$ cat src/rtl/dma_pkg.sv
// dma_pkg: shared types for the DMA descriptor path.
// Descriptors carry their target engine in the chan field.
package dma_pkg;

    localparam int DMA_MAX_CHANNELS = 16;

    typedef logic [3:0] t_dma_chan_id;

    typedef struct packed {
        t_dma_chan_id chan;
        logic [31:0]  src_addr;
        logic [31:0]  dst_addr;
        logic [15:0]  len;
    } t_dma_descriptor;

    typedef enum logic [1:0] {
        EMPTY,
        DECODE,
        OFFER
    } t_dispatch_state;

endpackage

$ cat src/rtl/dma_chan_credit.sv
// dma_chan_credit: in-flight counter for one copy engine.
// A completion on an idle channel is refused and flagged as underflow.
module dma_chan_credit #(
    parameter int LIMIT = 8
) (
    input  logic clk,
    input  logic reset,
    input  logic inc,
    input  logic dec,
    output logic avail,
    output logic dec_ok,
    output logic underflow
);

    localparam int CW = $clog2(LIMIT + 1);

    logic [CW-1:0] count;

    assign avail     = count < CW'(LIMIT);
    assign dec_ok    = dec && (count != '0);
    assign underflow = dec && (count == '0);

    always_ff @(posedge clk or posedge reset) begin
        if (reset) begin
            count <= '0;
        end else begin
            count <= count + CW'(inc) - CW'(dec_ok);
        end
    end

endmodule

$ cat src/rtl/dma_desc_dispatch.sv
// dma_desc_dispatch: queues descriptors and hands them in order to
// per-channel copy engines under global and per-channel credit limits.
module dma_desc_dispatch
    import dma_pkg::*;
#(
    parameter int NUM_CHANNELS       = 4,
    parameter int FIFO_DEPTH         = 16,
    parameter int MAX_REQS_IN_FLIGHT = 32,
    parameter int MAX_PER_CHANNEL    = 8
) (
    input  logic                                      clk,
    input  logic                                      reset,
    input  logic                                      desc_in_valid,
    output logic                                      desc_in_ready,
    input  t_dma_descriptor                           desc_in,
    output logic [NUM_CHANNELS-1:0]                   ch_desc_valid,
    input  logic [NUM_CHANNELS-1:0]                   ch_desc_ready,
    output t_dma_descriptor                           ch_desc,
    input  logic [NUM_CHANNELS-1:0]                   ch_done,
    input  logic                                      flush,
    output logic [$clog2(MAX_REQS_IN_FLIGHT+1)-1:0]   in_flight,
    output logic [31:0]                               done_count,
    output logic                                      bad_chan_err,
    output logic                                      idle
);

    localparam int AW = $clog2(FIFO_DEPTH);
    localparam int IW = $clog2(MAX_REQS_IN_FLIGHT + 1);
    localparam logic [AW:0] PTR_ONE = (AW+1)'(1);

    t_dma_descriptor mem [FIFO_DEPTH];
    logic [AW:0]     wr_ptr, rd_ptr, occ;
    logic            empty, full, push, pop;
    t_dma_descriptor head;

    t_dispatch_state state, state_nxt;
    t_dma_descriptor out_q;
    logic            head_bad, head_ok, load, drop, hs;
    logic            stay, stay_after_pop;
    logic [IW-1:0]   n_done;

    logic [NUM_CHANNELS-1:0] inc, avail, dec_ok, underflow;

    assign occ           = wr_ptr - rd_ptr;
    assign empty         = wr_ptr == rd_ptr;
    assign full          = occ == (AW+1)'(FIFO_DEPTH);
    assign desc_in_ready = !full;
    assign push          = desc_in_valid && desc_in_ready && !flush;
    assign head          = mem[rd_ptr[AW-1:0]];

    always_ff @(posedge clk) begin
        if (push) begin
            mem[wr_ptr[AW-1:0]] <= desc_in;
        end
    end

    always_ff @(posedge clk or posedge reset) begin
        if (reset) begin
            wr_ptr <= '0;
            rd_ptr <= '0;
        end else if (flush) begin
            wr_ptr <= '0;
            rd_ptr <= '0;
        end else begin
            if (push) wr_ptr <= wr_ptr + PTR_ONE;
            if (pop)  rd_ptr <= rd_ptr + PTR_ONE;
        end
    end

    assign head_bad = int'(head.chan) >= NUM_CHANNELS;

    always_comb begin
        head_ok = 1'b0;
        for (int i = 0; i < NUM_CHANNELS; i++) begin
            if (head.chan == t_dma_chan_id'(i)) head_ok = avail[i];
        end
    end

    // Does the queue still hold something once this edge has been taken?
    assign stay           = !flush && (push || !empty);
    assign stay_after_pop = !flush && (push || occ > PTR_ONE);

    always_comb begin
        state_nxt = state;
        pop       = 1'b0;
        load      = 1'b0;
        drop      = 1'b0;
        unique case (state)
            EMPTY: begin
                if (stay) state_nxt = DECODE;
            end
            DECODE: begin
                if (flush) begin
                    state_nxt = EMPTY;
                end else if (head_bad) begin
                    pop       = 1'b1;
                    drop      = 1'b1;
                    state_nxt = stay_after_pop ? DECODE : EMPTY;
                end else if (head_ok &&
                             in_flight < IW'(MAX_REQS_IN_FLIGHT)) begin
                    pop       = 1'b1;
                    load      = 1'b1;
                    state_nxt = OFFER;
                end
            end
            OFFER: begin
                if (hs) state_nxt = stay ? DECODE : EMPTY;
            end
            default: state_nxt = EMPTY;
        endcase
    end

    always_ff @(posedge clk or posedge reset) begin
        if (reset) begin
            state <= EMPTY;
            out_q <= '0;
        end else begin
            state <= state_nxt;
            if (load) out_q <= head;
        end
    end

    always_comb begin
        for (int i = 0; i < NUM_CHANNELS; i++) begin
            ch_desc_valid[i] = (state == OFFER) &&
                               (out_q.chan == t_dma_chan_id'(i));
        end
    end

    assign ch_desc = out_q;
    assign inc     = ch_desc_valid & ch_desc_ready;
    assign hs      = |inc;

    for (genvar g = 0; g < NUM_CHANNELS; g++) begin : g_credit
        dma_chan_credit #(
            .LIMIT (MAX_PER_CHANNEL)
        ) u_credit (
            .clk       (clk),
            .reset     (reset),
            .inc       (inc[g]),
            .dec       (ch_done[g]),
            .avail     (avail[g]),
            .dec_ok    (dec_ok[g]),
            .underflow (underflow[g])
        );
    end

    // Only accepted completions are counted; the limits bound the sum.
    assign n_done = IW'($countones(dec_ok));

    always_ff @(posedge clk or posedge reset) begin
        if (reset) begin
            in_flight    <= '0;
            done_count   <= '0;
            bad_chan_err <= 1'b0;
        end else begin
            in_flight    <= in_flight + IW'(hs) - n_done;
            done_count   <= done_count + 32'(n_done);
            bad_chan_err <= bad_chan_err | drop | (|underflow);
        end
    end

    assign idle = empty && (state != OFFER) && (in_flight == '0);

endmodule

$ cat config.mk
export PLATFORM = sky130hd
export DESIGN_NAME = dma_desc_dispatch
export DESIGN_NICKNAME = d
export VERILOG_FILES = /design/src/rtl/dma_pkg.sv /design/src/rtl/dma_chan_credit.sv /design/src/rtl/dma_desc_dispatch.sv
export SDC_FILE = /design/constraint.sdc
export NUM_CORES = 1
export LEC_CHECK = 0
export CELL_PAD_IN_SITES_DETAIL_PLACEMENT = 0
export CELL_PAD_IN_SITES_GLOBAL_PLACEMENT = 2
export CORE_ASPECT_RATIO = 2
export CORE_MARGIN = 8
export CORE_UTILIZATION = 38
export DETAILED_ROUTE_END_ITERATION = 10
export GPL_TIMING_DRIVEN = 0
export PLACE_DENSITY = 0.76
export RECOVER_POWER = 50
export SYNTH_ARGS = -nofsm -noshare
export SYNTH_HDL_FRONTEND = slang
export SYNTH_SLANG_ARGS = --single-unit
export TNS_END_PERCENT = 100
$ cat constraint.sdc
create_clock -name clk -period 9.5 [get_ports clk]
set_input_delay 2.85 -clock clk [delete_from_list [all_inputs] [get_ports clk]]
set_output_delay 2.85 -clock clk [all_outputs]
set_load 0.01 [all_outputs]
Word level (Yosys, flattened, before mapping)
Memories as Yosys holds them, arrays and structs flattened.
Cells that the tools add are included.
Widths: inputs -> output; s select.
- flip-flop bits (word level): 151
- RAM bits: 1344
- input bits: 96
- logic and storage cells: 125
- memories: 1
- memories (memory ; depth ; width ; read ports ; clocked after memory_dff ; write ports ; line ; source):
    mem ; 16 ; 84 ; 1 ; 0 ; 1 ; dma_desc_dispatch.sv:31 ; t_dma_descriptor mem [FIFO_DEPTH];
- add/subtract/negate cells: 17
- order comparisons: 7
- equal/unequal tests: 14
- mux-type cells: 28
- bitwise gates (word level): 3
- reductions and logical operators: 41
- operators by type and width (cell ; number):
    $add 32x3->32 ; 1
    $logic_not 4->1 ; 6
    $mux 5 ; 4
    $logic_and 1x1->1 ; 19
    $mux 1 ; 18
    $add 4x1->4 ; 4
    $eq 4x2->1 const B ; 4
    $lt 4x4->1 const B ; 4
    $reduce_bool 4->1 ; 4
    $sub 4x1->4 ; 4
    $add 5x1->5 const B ; 2
    $mux 2 ; 5
    $eq 4x1->1 const B ; 2
    $reduce_or 4->1 ; 2
    $add 6x1->6 ; 1
    $logic_not 6->1 ; 1
    $lt 6x6->1 const B ; 1
    $ne 2x2->1 const B ; 3
    $pmux 2 s3 ; 1
    $sub 6x3->6 ; 1
    $eq 5x5->1 ; 1
    $eq 5x5->1 const B ; 1
    $gt 5x1->1 const B ; 1
    $sub 5x5->5 ; 1
    other kinds (13) ; 19

Logic depth before layout (Yosys ltp)
Gate-level depths: netlist of the first run.
An unclocked memory read counts as a cell.
- depth in word-level cells: 13
- gate-level depth with buffers: 15
- depth with buffers taken out: 15

Cells and area by module
A second synthesis of the first run with hierarchy kept.
- cell total of the unflattened synthesis: 2473
- area total of the unflattened synthesis: 57515.2 um2
- by module, submodules not included (module ; instances ; cells an instance ; area each (um2)):
    dma_desc_dispatch ; 1 ; 2369 ; 56439.1
    dma_chan_credit ; 4 ; 26 ; 269.0

Least setup slack after synthesis of the first run
No wires, ideal clock.
- kind: in2reg
- from: in desc_in_valid
- to: mem mem[0][0] (netlist name), enable pin
- setup time: 629 ps
- arrival time: 9046 ps
- required time: 8871 ps
- slack: -175 ps
- cell stages on the path: 4
- path buffers: 1
- cell sequence: and2_1 -> clkbuf_1 -> nand3b_1 -> nor3_1
- longest elaborated chain between the ends: 4
- ends and longest elaborated chain (item ; line ; source):
    start: declaration ; dma_desc_dispatch.sv:13 ; input logic desc_in_valid,
    $logic_and 1x1->1 (2 in a row) ; dma_desc_dispatch.sv:48 ; assign push = desc_in_valid && desc_in_ready && !flush;
    $mux 1 ; dma_desc_dispatch.sv:52 ; if (push) begin
    $mux 1 (implied by the code) ; dma_desc_dispatch.sv:53 ; mem[wr_ptr[AW-1:0]] <= desc_in;
    end: declaration ; dma_desc_dispatch.sv:31 ;
Every way passes these cells.

Worst setup path in the final report of the first run
- from: reg rd_ptr[1]
- to: out desc_in_ready
- longest elaborated chain between the ends: 3
- ends and longest elaborated chain (item ; line ; source):
    start: declaration ; dma_desc_dispatch.sv:32 ; logic [AW:0] wr_ptr, rd_ptr, occ;
    start signal: assignment ; dma_desc_dispatch.sv:66 ; if (pop) rd_ptr <= rd_ptr + PTR_ONE;
    $sub 5x5->5 ; dma_desc_dispatch.sv:44 ; assign occ = wr_ptr - rd_ptr;
    $eq 5x5->1 ; dma_desc_dispatch.sv:46 ; assign full = occ == (AW+1)'(FIFO_DEPTH);
    $logic_not 1->1 ; dma_desc_dispatch.sv:47 ; assign desc_in_ready = !full;
    end: declaration ; dma_desc_dispatch.sv:14 ; output logic desc_in_ready,
Every way passes these cells.

==> key figures, run 1 <==
Status
  – Failing checks: capacitance limit, slew limit
  – Outcome: complete, but fails checks

Placed design
  – RD Place Congestion: 0.746
  – Placed cells: 4,721
  – # port buffers: 224
  – Cell Area, Placed: 64,300 um2
  – Pre-CTS setup slack: 2780 ps
  – DP Wirelength: 88,600 um

STA
  – Worst Tran Pin Value: 4510 ps
  – Final hold vios: 0
  – Final hold slack: 465 ps
  – Setup ws final: 2620 ps
  – RSZ-0062 raised after global routing: false
  – Fin crit share: 72.4%
  – Slew Limit Headroom: -202%
  – Min Tclk post-route: 6880 ps
  – Fmax: 145 MHz
  – Final setup fails: 0
  – Clk_skew: 23.1 ps
  – Fin. max-slew vios: 86

Worst setup path
  – CP arrival: 4030 ps
  – Flop2flop setup slack: 3440 ps
  – Crit. End Element: output port
  – Largest stage delay, worst path: 690 ps
  – WP data required: 6650 ps
  – FF-to-FF path depth: 12
  – Startpoint type of the worst setup path: flop
  – Crit path max-delay cell type: clkdlybuf4s50_1
  – Crit-path cells: buf_4 > buf_2 > inv_1 > ha_1 > nor2b_1 > o21ai_0 > a21boi_0 > o2111ai_1 > clkdlybuf4s50_1
  – Critical Path Source: rd_ptr[1]$_DFFE_PP0P_
  – Worst-path fanout max: 10
  – Worst R2R End: ch_desc[24]$_DFFE_PP0P_
  – Critical path class: flop to output port
  – Worst r2r src: rd_ptr[0]$_DFFE_PP0P_

Global routing
  – Vias in the first global route: 28,433
  – Initial antenna violation count: 54
  – First-pass GRT wire length: 201,000 um
  – GRT Total Usage: 16.8%
  – Largest net degree at the start of global routing: 87
  – Gr ovfl total: 0

Drt
  – Met1 wire length: 55,400 um
  – ANT nets after route: 0
  – Via Count: 27,157
  – Met3 routed WL: 12,100 um
  – DR iter-0 viols: 2,294
  – Vias/cell: 5.44
  – DR WL/cell: 27.9 um
  – DR DRC count: 0
  – Wire length on met2: 68,700 um
  – Post-Route WL: 139,000 um
  – Top Metal Used: met5
  – DR pass1 iterations: 7

Yosys
  – Avg Inst Size Synth: 23.2 um2
  – Most used flip-flop cell after synthesis: edfxtp_1
  – Synthesized flop and latch total: 1,495
  – Post-synth top area share: 70.3%
  – Synth area leader: edfxtp_1
  – Syn Nets: 2,618
  – Distinct cell type count after synthesis: 47
  – Post-synth EDFFs: 1,344
  – Mapped cell area: 57,400 um2
  – FFs w/ async S/R, synth: 10.1%
  – Mapped Cells: 2,471
  – Synth warn: 0
  – Sequential area share after synthesis: 76.9%
  – Synth area leaders: edfxtp_1, mux4_2, dfrtp_1, ha_1, mux2_1

Worst hold path
  – Hold path endpoint: done_count[31]$_DFF_PP0_
  – HP Start: done_count[31]$_DFF_PP0_
  – Hold path depth: 1
  – HP Class: flop to flop

Power and ir drop
  – Cell Pwr Density: 243 nW/um2
  – VDD IR max: 0.190 mV
  – Comb power frac: 19.9%
  – Reg power frac: 45.8%
  – Clock share of power: 34.3%
  – Switch Pwr: 4200 uW
  – Sw Ratio: 25.1%
  – P_int: 12,500 uW
  – P_leak: 0.0222 uW

Job
  – Max Cap Violations: 1

Clock tree
  – CTS tree: done
  – CTS Root Cell: clkbuf_16
  – Clock Path Buffers: 3
  – TritonCTS Buffers: 139
  – Clock sink count: 1,495
  – Skew-Pair Late Insertion Delay: 750 ps
  – Htree depth: 4
  – Post-CTS sizing: 0
  – Post-CTS Setup Bufs: 0
  – CTS Hold Bufs: 0
  – Clk slew on worst S/H paths: 60 ps

Floorplanning
  – Boundary Pins: 225
  – Initial core utilization: 38.1%
  – Die ar.: 165,000 um2
  – Die width: 291 um
  – Row cnt: 202
  – Core Area: 151,000 um2
  – Die extent in y: 566 um

Final layout
  – Final Cell Area: 68,900 um2
  – Layout cells sized above 1: 25.3%
  – Final Non-Filler Cells: 4,991
  – Net count reported at finish: 3,071
  – Area delta synth->final: 20.1%
[routing by layer]
metal	global-route usage (%)	vias up
li1	-	11263
met1	21.7	14612
met2	28.3	1028
met3	4.87	210
met4	3.61	44
met5	0	-
[power by group through the flow]
stage          logic (uW)  clock network, uW  registers [uW]
6_report             3330               5750            7660
4_1_cts              3430               5850            7670
5_1_grt              3610               6080            7700
3_3_place_gp         3270                  0            7820
2_1_floorplan        2060                  0            7810
3_5_place_dp         3410                  0            7800
[placed cells by master, fill, tap and decap left out, drive strengths merged, types with 6 or more instances in the layout]
cell type,n
edfxtp,1344
mux4,412
clkbuf,262
dfrtp,151
clkdlybuf4s50,134
buf,109
dlygate4sd3,90
mux2,86
inv,57
nor2,55
clkinv,46
ha,43
xnor2,32
nand2,22
bufinv,21
nand3,20
xor2,20
diode,18
a21oi,14
and3,14
nor2b,11
a21o,10
fa,8
clkinvlp,8
mux2i,7
and2,7
nand2b,6
nor3,6
[logic make-up after synthesis]
kind of cell / count (synthesis) / synth area share, %
AOI/OAI and AO/OA: 43 / 0.495
xor gates and xnor gates: 52 / 0.793
adders and majority gates: 51 / 1.22
buffers and inverters: 163 / 1.22
DFF: 1495 / 76.9
muxes: 505 / 18.0
and+or+nand+nor: 162 / 1.41
[through the flow]
| stage | util [%] | total power [uW] | TNS (ps) |
|---|---|---|---|
| floorplan | - | 9870 | 0 |
| global placement | 41.2 | 11100 | -5186340 |
| detailed placement | 42.7 | 11200 | 0 |
| CTS | 45.8 | 16900 | 0 |
| global route | 45.7 | 17400 | 0 |
| finish | 45.8 | 16700 | 0 |
[sequential cells by signal (all words and copies together) (netlist names)]
signal                   flops
mem                       1344
wr_ptr                       5
bad_chan_err                 1
done_count                  32
ch_desc                     84
in_flight                    6
rd_ptr                       5
state                        2
g_credit.u_credit.count     16
[worst max path at each step]
stage / end / slack (ps) / depth (start not counted)
after CTS: desc_in_ready / 2480 / 7
after floorplan: mem[12][0]$_DFFE_PP_ / 2070 / 4
after global placement: mem[8][29]$_DFFE_PP_ / -4090 / 5
after detailed placement: done_count[31]$_DFF_PP0_ / 2780 / 13
after global routing: idle / 2220 / 8
final: desc_in_ready / 2620 / 9
[cell usage after synthesis, types with 20 or more instances]
cell and n:
nor2_1 55, xor2_1 20, inv_1 52, mux2_1 47
buf_1 21, edfxtp_1 1344, dfrtp_1 151, nand3_1 20
xnor2_1 32, clkbuf_1 74, nand2_1 22, ha_1 43
mux2_2 39, mux4_2 412
[cell type report]
type	instances	area, um2
Clock buffer	174	3720
Sequential cell	1495	44100
Timing Repair Buffer	312	4290
Antenna cell	18	45.0
Multi-Input combinational cell	813	12700
Buffer	109	422
Inverter	54	204
Clock inverter	78	967
Tap cell	1938	2420
Fill cell	12409	81700
[critical path: cells and delay by family (launching register included)]
family / cells / cell delay (ps)
flops: 1 / 390
fa+ha+maj: 1 / 350
compound gates: 3 / 850
buf+inv: 4 / 1560
simple gates: 1 / 130
Note: power is estimated with default switching activity, not from simulation.
==> run 2, diff against run 1 <==
Settings changed: PLACE_DENSITY 0.76 to 0.79.
Clock period 9.5 ns to 6.2 ns, I/O delays scaled along.
==> key figures, run 2 (synthesized netlist as in run 1, its figures left out) <==
Status
  – Outcome: complete, but fails checks
  – Failing checks: capacitance limit, slew limit

STA
  – RSZ-0062 raised after global routing: false
  – Fmax: 173 MHz
  – Fin crit share: 93.0%
  – Final hold vios: 0
  – Final setup fails: 0
  – Setup ws final: 435 ps
  – Min Tclk post-route: 5760 ps
  – Clk_skew: 27.7 ps
  – Setup TNS: 0 ps
  – Fin. max-slew vios: 154
  – Worst Tran Pin Value: 2450 ps
  – Slew Limit Headroom: -63.4%

Floorplanning
  – Initial core utilization: 38.1%
  – Die extent in y: 566 um
  – Die width: 291 um
  – Die ar.: 165,000 um2
  – Row cnt: 202
  – Boundary Pins: 225
  – Core Area: 151,000 um2

Power and ir drop
  – Cell Pwr Density: 370 nW/um2
  – P_leak: 0.0223 uW
  – VDD IR max: 0.264 mV

Worst setup path
  – Worst r2r src: rd_ptr[1]$_DFFE_PP0P_
  – CP arrival: 3900 ps
  – Largest stage delay, worst path: 680 ps
  – Worst-path fanout max: 10
  – Worst R2R End: mem[0][20]$_DFFE_PP_
  – Startpoint type of the worst setup path: flop
  – FF-to-FF path depth: 16
  – Family with the most delay on the worst path: buffers and inverters
  – Crit-path cells: buf_4 > buf_2 > inv_1 > ha_1 > nor2b_1 > o21ai_0 > a21boi_0 > o2111ai_1 > clkdlybuf4s50_1
  – Crit. End Element: output port
  – Worst path bufs/invs: 4
  – Flop2flop setup slack: 800 ps
  – WP data required: 4340 ps
  – Crit path max-delay cell type: clkdlybuf4s50_1
  – Critical path class: flop to output port

Drt
  – Vias/cell: 5.48
  – Wire length on met2: 67,600 um
  – ANT nets after route: 0
  – Top Metal Used: met5
  – Via Count: 27,411
  – DR pass1 iterations: 8
  – Met3 routed WL: 12,200 um
  – DR iter-0 viols: 2,589
  – Post-Route WL: 139,000 um
  – DR WL/cell: 27.9 um
  – Met1 wire length: 56,500 um
  – DR DRC count: 0

Global routing
  – GRT Total Usage: 16.8%
  – Initial antenna violation count: 52
  – First-pass GRT wire length: 203,000 um
  – Vias in the first global route: 28,802
  – Gr ovfl total: 0
  – Largest net degree at the start of global routing: 92

Placed design
  – Cell Area, Placed: 64,200 um2
  – RD Place Congestion: 0.759
  – Pre-CTS setup slack: 519 ps
  – # port buffers: 224
  – DP Wirelength: 87,600 um

Final layout
  – Area delta synth->final: 20.0%
  – Final Cell Area: 68,900 um2
  – Layout cells sized above 1: 25.6%
  – Fillers: 12,363
  – Most frequent cells in the layout: edfxtp_1, mux4_2, dfrtp_1, clkbuf_16, dlygate4sd3_1
  – Largest register FFs: 1,344
  – Final core occ: 45.7%
  – Most common cell after layout, fill and taps aside: edfxtp_1
  – FF/Latch Area: 44,100 um2
  – Net count reported at finish: 3,072
  – Footprint of the multi-input gates: 12,700 um2

Clock tree
  – Htree depth: 4
  – Clock sink count: 1,495
  – Clk slew on worst S/H paths: 60 ps
  – CTS Root Cell: clkbuf_16
  – CTS Hold Bufs: 0
  – Post-CTS Setup Bufs: 0
  – Skew-Pair Late Insertion Delay: 770 ps
  – CTS tree: done
  – TritonCTS Buffers: 141
  – Clock Path Buffers: 3

Worst hold path
  – HP Start: done_count[31]$_DFF_PP0_
  – Hold path endpoint: done_count[31]$_DFF_PP0_
  – HP Class: flop to flop
  – Hold path depth: 1

Job
  – Max Cap Violations: 2
==> run 2: repair_timing <==
item                                    in CTS  in global routing
endpoints found under the hold margin        0                  0
endpoints found under the setup margin       0                  2
gates resized for setup                      0                  2
==> run 2: layout make-up <==
cell class	count	share of cell area, %
Clock buffer	175	5.49
Inverter	54	0.300
Antenna cell	16	0.0581
Buffer	109	0.725
Timing Repair Buffer	311	6.13
Sequential cell	1495	64.1
Tap cell	1938	3.52
Clock inverter	87	1.24
Multi-Input combinational cell	813	18.4
==> run 2: stage by stage <==
stage                     hold WS (ps)  power (uW)  cells
final                              468       25500   4998
after global routing               497       26400   4984
after CTS                          478       25800   4982
after detailed placement           471       17200   4720
after global placement             464       17000   4633
after floorplan                    508       15100   2471
==> run 2: worst max path at each step <==
stage                          startpoint                        to  cells after the start
finish              rd_ptr[1]$_DFFE_PP0P_             desc_in_ready                      9
global route        rd_ptr[3]$_DFFE_PP0P_             desc_in_ready                      7
CTS                 rd_ptr[3]$_DFFE_PP0P_                      idle                      8
detailed placement             ch_done[0]  done_count[31]$_DFF_PP0_                     13
global placement    rd_ptr[3]$_DFFE_PP0P_     mem[13][29]$_DFFE_PP_                     10
floorplan           rd_ptr[3]$_DFFE_PP0P_      mem[12][0]$_DFFE_PP_                     10
==> run 2: power breakdown <==
group | switching (uW) | internal, uW
registers | 291 | 11500
clock network | 3740 | 4910
logic | 2490 | 2580
total | 6520 | 18900
==> run 2: metal layers <==
| layer | vias to the layer above | track usage, % |
|---|---|---|
| met2 | 1154 | 27.6 |
| met5 | - | 0 |
| li1 | 11245 | - |
| met3 | 242 | 5.16 |
| met4 | 52 | 4.18 |
| met1 | 14718 | 21.9 |
